==> config.mk <==
export PLATFORM = sky130hd
export DESIGN_NAME = dm_arbiter
export DESIGN_NICKNAME = d
export VERILOG_FILES = /design/src/rtl/dm_arbiter.sv
export SDC_FILE = /design/constraint.sdc
export NUM_CORES = 1
export LEC_CHECK = 0
export CAP_MARGIN = 15
export CORE_MARGIN = 4
export CORE_UTILIZATION = 43
export DETAILED_ROUTE_END_ITERATION = 7
export PLACE_DENSITY = 0.81
export SYNTH_ARGS = -nofsm -noshare
export SYNTH_HDL_FRONTEND = slang
export SYNTH_SLANG_ARGS = --single-unit
==> constraint.sdc <==
create_clock -name clk -period 1.7 [get_ports clk]
set_input_delay 0.17 -clock clk [delete_from_list [all_inputs] [get_ports clk]]
set_output_delay 0.17 -clock clk [all_outputs]
set_load 0.02 [all_outputs]
==> src/rtl/dm_arbiter.sv <==
// ---------------------------------------------------------------------------
// dm_arbiter
//   Shares a single-port, word-addressed data memory between the CPU
//   load/store port (A) and a DMA/debug port (B). Only one transaction is in
//   flight at a time. Sub-word stores become a read-modify-write: the old word
//   is read in ACC and the merged word is written in MERGE.
//
// Parameters
//   ADDR_W  word-index width driven to memory (byte address bits [ADDR_W+1:2])
//   RR      1 = round-robin between A and B on a tie, 0 = A always wins
//
// Ports
//   clk, reset            rising-edge clock, synchronous active-low reset
//   req_x                 request level, fields held stable until ack_x
//   we_x                  1 = write, 0 = read
//   addr_x                byte address, bits [1:0] ignored
//   wdata_x, be_x         write data and byte enables (lane-aligned)
//   ack_x                 one-cycle completion pulse
//   rdata_x               registered read data, held until the next read on x
//   busy                  high whenever the sequencer is not idle
//   mem_addr/we/wdata     memory address, write strobe and write data
//   mem_rdata             combinational memory read data at mem_addr
// ---------------------------------------------------------------------------
module dm_arbiter #(
  parameter int ADDR_W = 10,
  parameter bit RR     = 1'b1
) (
  input  logic              clk,
  input  logic              reset,
  input  logic              req_a,
  input  logic              req_b,
  input  logic              we_a,
  input  logic              we_b,
  input  logic [31:0]       addr_a,
  input  logic [31:0]       addr_b,
  input  logic [31:0]       wdata_a,
  input  logic [31:0]       wdata_b,
  input  logic [3:0]        be_a,
  input  logic [3:0]        be_b,
  output logic              ack_a,
  output logic              ack_b,
  output logic [31:0]       rdata_a,
  output logic [31:0]       rdata_b,
  output logic              busy,
  output logic [ADDR_W-1:0] mem_addr,
  output logic              mem_we,
  output logic [31:0]       mem_wdata,
  input  logic [31:0]       mem_rdata
);

  typedef enum logic [1:0] {
    IDLE  = 2'd0,
    ACC   = 2'd1,
    MERGE = 2'd2,
    RESP  = 2'd3
  } state_t;

  state_t              r_state;
  state_t              w_nextState;

  // Port ids: 0 = A, 1 = B.
  logic                r_lastGrant;
  logic                r_port;
  logic                r_we;
  logic [ADDR_W-1:0]   r_addr;
  logic [31:0]         r_wdata;
  logic [3:0]          r_be;
  logic [31:0]         r_rdataA;
  logic [31:0]         r_rdataB;
  logic [31:0]         r_merge;

  logic                w_anyReq;
  logic                w_grantB;
  logic                w_fullWrite;
  logic                w_subWrite;
  logic [31:0]         w_mergeData;
  logic                w_memWe;
  logic [31:0]         w_memWdata;
  logic                w_unusedAddrBits;

  // Address bits outside the word index are deliberately dropped, which makes
  // addresses alias modulo the memory size.
  assign w_unusedAddrBits = ^{addr_a[31:ADDR_W+2], addr_a[1:0],
                              addr_b[31:ADDR_W+2], addr_b[1:0]};

  // Winner selection. On a tie with round-robin enabled the port that was
  // not granted last wins; last grant resets to B so A takes the first tie.
  always_comb begin
    w_anyReq = req_a | req_b;
    if (req_a && req_b) begin
      w_grantB = RR ? ~r_lastGrant : 1'b0;
    end else begin
      w_grantB = req_b;
    end
  end

  // Classify the latched transaction. be==0 writes fall into neither class
  // and complete as a no-op through ACC -> RESP.
  always_comb begin
    w_fullWrite = r_we && (r_be == 4'hF);
    w_subWrite  = r_we && (r_be != 4'hF) && (r_be != 4'h0);
  end

  // Byte-lane merge of the new write data over the word read in ACC.
  always_comb begin
    w_mergeData = r_merge;
    for (int i = 0; i < 4; i++) begin
      if (r_be[i]) begin
        w_mergeData[8*i +: 8] = r_wdata[8*i +: 8];
      end
    end
  end

  // Next-state logic.
  always_comb begin
    w_nextState = r_state;
    case (r_state)
      IDLE:    if (w_anyReq) w_nextState = ACC;
      ACC:     w_nextState = w_subWrite ? MERGE : RESP;
      MERGE:   w_nextState = RESP;
      RESP:    w_nextState = IDLE;
      default: w_nextState = IDLE;
    endcase
  end

  // Memory write strobe and data: only a full write in ACC or the merged
  // write in MERGE ever touches the array.
  always_comb begin
    w_memWe    = 1'b0;
    w_memWdata = '0;
    case (r_state)
      ACC: begin
        if (w_fullWrite) begin
          w_memWe    = 1'b1;
          w_memWdata = r_wdata;
        end
      end
      MERGE: begin
        w_memWe    = 1'b1;
        w_memWdata = w_mergeData;
      end
      default: begin
        w_memWe    = 1'b0;
        w_memWdata = '0;
      end
    endcase
  end

  // State register, transaction latch and read-data capture.
  always_ff @(posedge clk) begin
    if (!reset) begin
      r_state     <= IDLE;
      r_lastGrant <= 1'b1;
      r_port      <= 1'b0;
      r_we        <= 1'b0;
      r_addr      <= '0;
      r_wdata     <= '0;
      r_be        <= '0;
      r_rdataA    <= '0;
      r_rdataB    <= '0;
      r_merge     <= '0;
    end else begin
      r_state <= w_nextState;
      case (r_state)
        IDLE: begin
          if (w_anyReq) begin
            r_port  <= w_grantB;
            r_we    <= w_grantB ? we_b : we_a;
            r_addr  <= w_grantB ? addr_b[ADDR_W+1:2] : addr_a[ADDR_W+1:2];
            r_wdata <= w_grantB ? wdata_b : wdata_a;
            r_be    <= w_grantB ? be_b : be_a;
          end
        end
        ACC: begin
          if (!r_we) begin
            if (r_port) r_rdataB <= mem_rdata;
            else        r_rdataA <= mem_rdata;
          end else if (w_subWrite) begin
            r_merge <= mem_rdata;
          end
        end
        RESP: r_lastGrant <= r_port;
        default: ;
      endcase
    end
  end

  // The write strobe is qualified by reset so that a reset arriving during
  // MERGE suppresses the write at that same edge, leaving memory untouched.
  assign mem_we    = w_memWe & reset;
  assign mem_wdata = w_memWdata;
  assign mem_addr  = r_addr;
  assign busy      = (r_state != IDLE);
  assign ack_a     = (r_state == RESP) && !r_port;
  assign ack_b     = (r_state == RESP) &&  r_port;
  assign rdata_a   = r_rdataA;
  assign rdata_b   = r_rdataB;

endmodule

Word-level counts from Yosys, hierarchy flattened --
Cells that the tools add are included.
Operators by class: bitwise logic cells 5, equal/unequal tests 6, multiplexer cells 16, reduce and logical (&&, ||, !) cells 14
Operators by type and width (count):
- 2-to-1 mux 32 bit | 2
- one-hot mux 32 bit (2 select lines) | 1
- 2-to-1 mux 8 bit | 4
- 2-to-1 mux 10 bit | 1
- AND reduction 3 bit | 3
- one-hot mux 2 bit (4 select lines) | 1
- logical AND 1 bit | 6
- == test 2 bit (second input constant) | 2
- == test 4 bit (second input constant) | 1
- 2-to-1 mux 1 bit | 4
- 2-to-1 mux 4 bit | 1
- inequality test 4 bit (second input constant) | 1
- nonzero test 4 bit | 1
- inverter 1 bit | 3
- == test 2 x 1 -> 1 bit (second input constant) | 1
- zero test 2 bit | 1
- 2-to-1 mux 2 bit | 1
- inequality test 2 bit (second input constant) | 1
- one-hot mux 1 bit (2 select lines) | 1
- AND reduction 2 bit | 1
- nonzero test 2 bit | 1
- AND 1 bit | 1
- zero test 1 bit | 1
- OR 1 bit | 1
Word-level totals: register bits after elaboration 147, word-level logic and storage cells 51, output and inout port bits 110, bits of input ports 174

Longest topological paths before layout --
depth after elaboration 5, depth in mapped cells 7, depth with buffers taken out 5

Least setup slack after synthesis --
No wires, ideal clock.
kind flip-flop to output port, start point reg r_state[0], end point out mem_wdata[20], slack -603 ps, cell stages (with the launch flop) 7, required time 1530 ps, path buffers 2, data arrival time 2133 ps, cells stage by stage dfxtp_1 -> inv_1 -> ha_1 -> buf_2 -> clkbuf_1 -> a21oi_1 -> a2111oi_0
Between the ends: longest elaborated chain between the ends 2, elaborated cells on any way between the ends 3, classes of those cells eq/ne (2); mux (1)
Ends and longest elaborated chain:
- from (decl) | line 58 | state_t r_state;
- from (signal assigned) | line 163 | r_state <= w_nextState;
- == test 2 bit / == test 2 x 1 -> 1 bit (equally long branches) | line 131 | case (r_state)
- one-hot mux 32 bit (2 select lines) * | line 131
- to (decl) | line 47 | output logic [31:0] mem_wdata,
Mark *: on every way between the ends. The rest lies on a longest branch, timed or not.

Worst setup path in the final report --
start point reg r_state[1], end point out mem_wdata[27]
Same word-level chain as after synthesis.

==> out/results.txt <==
largest net degree at the start of global routing: 54
post-place instance area: 9750 µm²
share of cells above drive strength 1: 16.1%
worst slack, placed: -583 ps
CTS tree: yes
chip width: 134 µm
worst-case clock buffer depth: 2
Worst Path Max Fanout: 7
slew margin rel.: 70.0%
post-route ant nets: 0
Core Area: 15300 µm²
fin area: 10700 µm²
initial core utilization: 44.3%
Fin. Hold Viols: 0
worst-skew pair later-pin latency: 420 ps
CP startpoint kind: flip-flop
PortBufs: 239
hold slack: 174 ps
hpwl dp: 15600 µm
routed vias: 6633
pwr/cell area: 1450 nW/µm²
hold endpoint: rdata_b[0]$_SDFFE_PN0P_
drt first pass iters: 5
Hold Crit Start: reset
Die Area: 17800 µm²
# nets final: 1226
ys flop type: dfxtp_1
crit path kind: flip-flop to output port
Area contributors post-synth: dfxtp_1 (43%), mux2i_1 (12%), nand2_1 (12%), a21boi_1 (5.0%), a21oi_1 (4.7%)
Post-Syn Area: 6780 µm²
Unique masters post-synth: 38
Least-Margin Pin Slew: 450 ps
Hold Crit Depth: 2
Gate Count Post-Synth: 806
CTS Buf Count: 17
CP arrival: 1970 ps
Slew Limit Fails: 0
FF+latch area: 2950 µm²
DR vias/cell: 5.21
unrepaired setup endpoints after global routing: yes
Hold WC Path Type: primary input to flip-flop
Synth warnings: 0
r2r endpoint: r_merge[5]$_SDFFE_PN0P_
Rows: 45
most frequent cells after synthesis: nand2_1 (210), dfxtp_1 (147), mux2i_1 (80), a21oi_1 (64), a21boi_1 (45)
n_diodes: 0
status: finished with violations
Seq/Total Area, Yosys: 43.4%
fillers: 1208
initial drt markers: 459
setup ws final: -438 ps
Layout Skew: 11.1 ps
Layout area overhead: 57.8%
Post-synth EDFFs: 0
P_leak: 3.81 nW
first-pass GRT wire length: 34300 µm
Yosys top cell area share: 43.4%
most frequent cell after synthesis: nand2_1
Num Clock Sinks: 147
Worst EP required: 1530 ps
cts hold-fix bufs: 0
failing checks: setup timing
initial antenna violation count: 0
Max Cap Viol: 0
CTS Root Cell: clkbuf_16
asr flop ratio synth: 0%
post-synth net total: 984
final worst-path cycle share: 126%
vias in the first global route: 6435
cell taking the most area after synthesis: dfxtp_1
Mapped Avg Cell Area: 8.41 µm²
DRC viols: 0
gr ovfl total: 0
gpl congestion: 0.832
Peak VDD IR: 1000 µV
Crit. End Element: output port
H-tree Lvls: 4
Period minus WS final: 2140 ps
Final setup viols: 35
clk slew on worst S/H paths: 60 ps
Synth Register Bits: 147
total wire length: 21900 µm
reg-to-reg startpoint: r_state[1]$_SDFFE_PN0P_
chip height: 134 µm
final setup TNS: -10970 ps
Multi-input gate area: 3760 µm²
drt wl/cell: 17.2 µm
total track usage: 23.9%
reg2reg setup slack: -10 ps
IO Pins: 284
Achievable Freq: 468 MHz
Reg2Reg Depth: 8
[worst max path at each step]
stage / slack [ps] / startpoint / end / cells after the start
5_1_grt: -510 / r_state[1]$_SDFFE_PN0P_ / mem_wdata[27] / 8
4_1_cts: -420 / r_state[1]$_SDFFE_PN0P_ / mem_wdata[27] / 8
6_report: -440 / r_state[1]$_SDFFE_PN0P_ / mem_wdata[27] / 8
3_5_place_dp: -580 / r_state[0]$_SDFFE_PN0P_ / mem_wdata[27] / 7
3_3_place_gp: -490 / r_state[0]$_SDFFE_PN0P_ / mem_wdata[22] / 6
2_1_floorplan: -280 / r_state[0]$_SDFFE_PN0P_ / mem_wdata[21] / 5
[state kept, by name, summed over array words and instances, names as in the netlist]
name         flops
r_state          2
r_wdata         32
r_we             1
r_be             4
r_lastGrant      1
rdata_a         32
mem_addr        10
r_port           1
rdata_b         32
r_merge         32
[critical path, stage by stage (launching register included)]
cell,delay (ps)
dfxtp_2,340
inv_4,80
ha_4,120
and2_4,150
buf_4,120
a21oi_4,50
buf_12,150
a2111oi_4,340
buf_4,200
[per-layer routing]
layer  vias up  part of all wire [%]  GRT usage [%]
li1       3268                     -              -
met1      3103                    45           31.9
met2       235                    46           37.7
met3        27                   6.9           6.53
met4         0                   1.8           7.43
met5         -                     0              0
[area by class of cell]
| cell class | count | area share, % |
|---|---|---|
| clock buffers | 18 | 4.11 |
| clock inverters | 14 | 1.75 |
| inverters | 21 | 0.830 |
| multi-input cells | 564 | 35.1 |
| flip-flops and latches | 147 | 27.6 |
| well taps | 211 | 2.47 |
| repair buffers | 297 | 28.2 |
[power breakdown]
part	internal, mW	leakage (nW)	switching, mW
Clock	2.39	0.298	1.57
Combinational	3.11	2.31	3.81
Sequential	4.19	1.20	0.489
Total	9.70	3.81	5.87
[cells by family (layout without fill, tap and decap cells)]
kind of cell	after synthesis	after routing	share of synthesized area, %
AND/OR/NAND/NOR	264	264	16.8
buffers and inverters	95	350	6.68
AO/OA/AOI/OAI	216	216	20.5
flip-flops	147	147	43.4
multiplexers	80	80	11.8
adder cells (fa/ha/maj)	4	4	0.738
[what timing repair did]
action                     CTS  global route
gates resized for setup    240            15
setup endpoints to repair   68            66
pin swaps                    8             4
buffers inserted             4             3
gates cloned                 1             0
[layout by cell type (no fill, tap or decap), types with 13 or more instances in the layout]
| cell type | count |
|---|---|
| dfxtp_1 | 145 |
| clkdlybuf4s50_1 | 202 |
| a21oi_1 | 63 |
| buf_12 | 17 |
| a21boi_1 | 45 |
| mux2i_1 | 80 |
| a2111oi_4 | 13 |
| clkbuf_16 | 17 |
| nand2_1 | 210 |
| inv_1 | 18 |
| o21ai_0 | 44 |
| a21boi_0 | 20 |
| nand3_1 | 17 |
| buf_4 | 63 |
| nand4_1 | 17 |
[stage by stage]
step | utilization [%] | cells | power, mW
after floorplan | - | 806 | 8.03
final | 69.9 | 1272 | 15.6
after global routing | 69.9 | 1272 | 16.4
after CTS | 69.0 | 1270 | 15.3
after global placement | 63.6 | 1233 | 10.7
after detailed placement | 63.6 | 1233 | 10.8
Note: power is estimated with default switching activity, not from simulation.
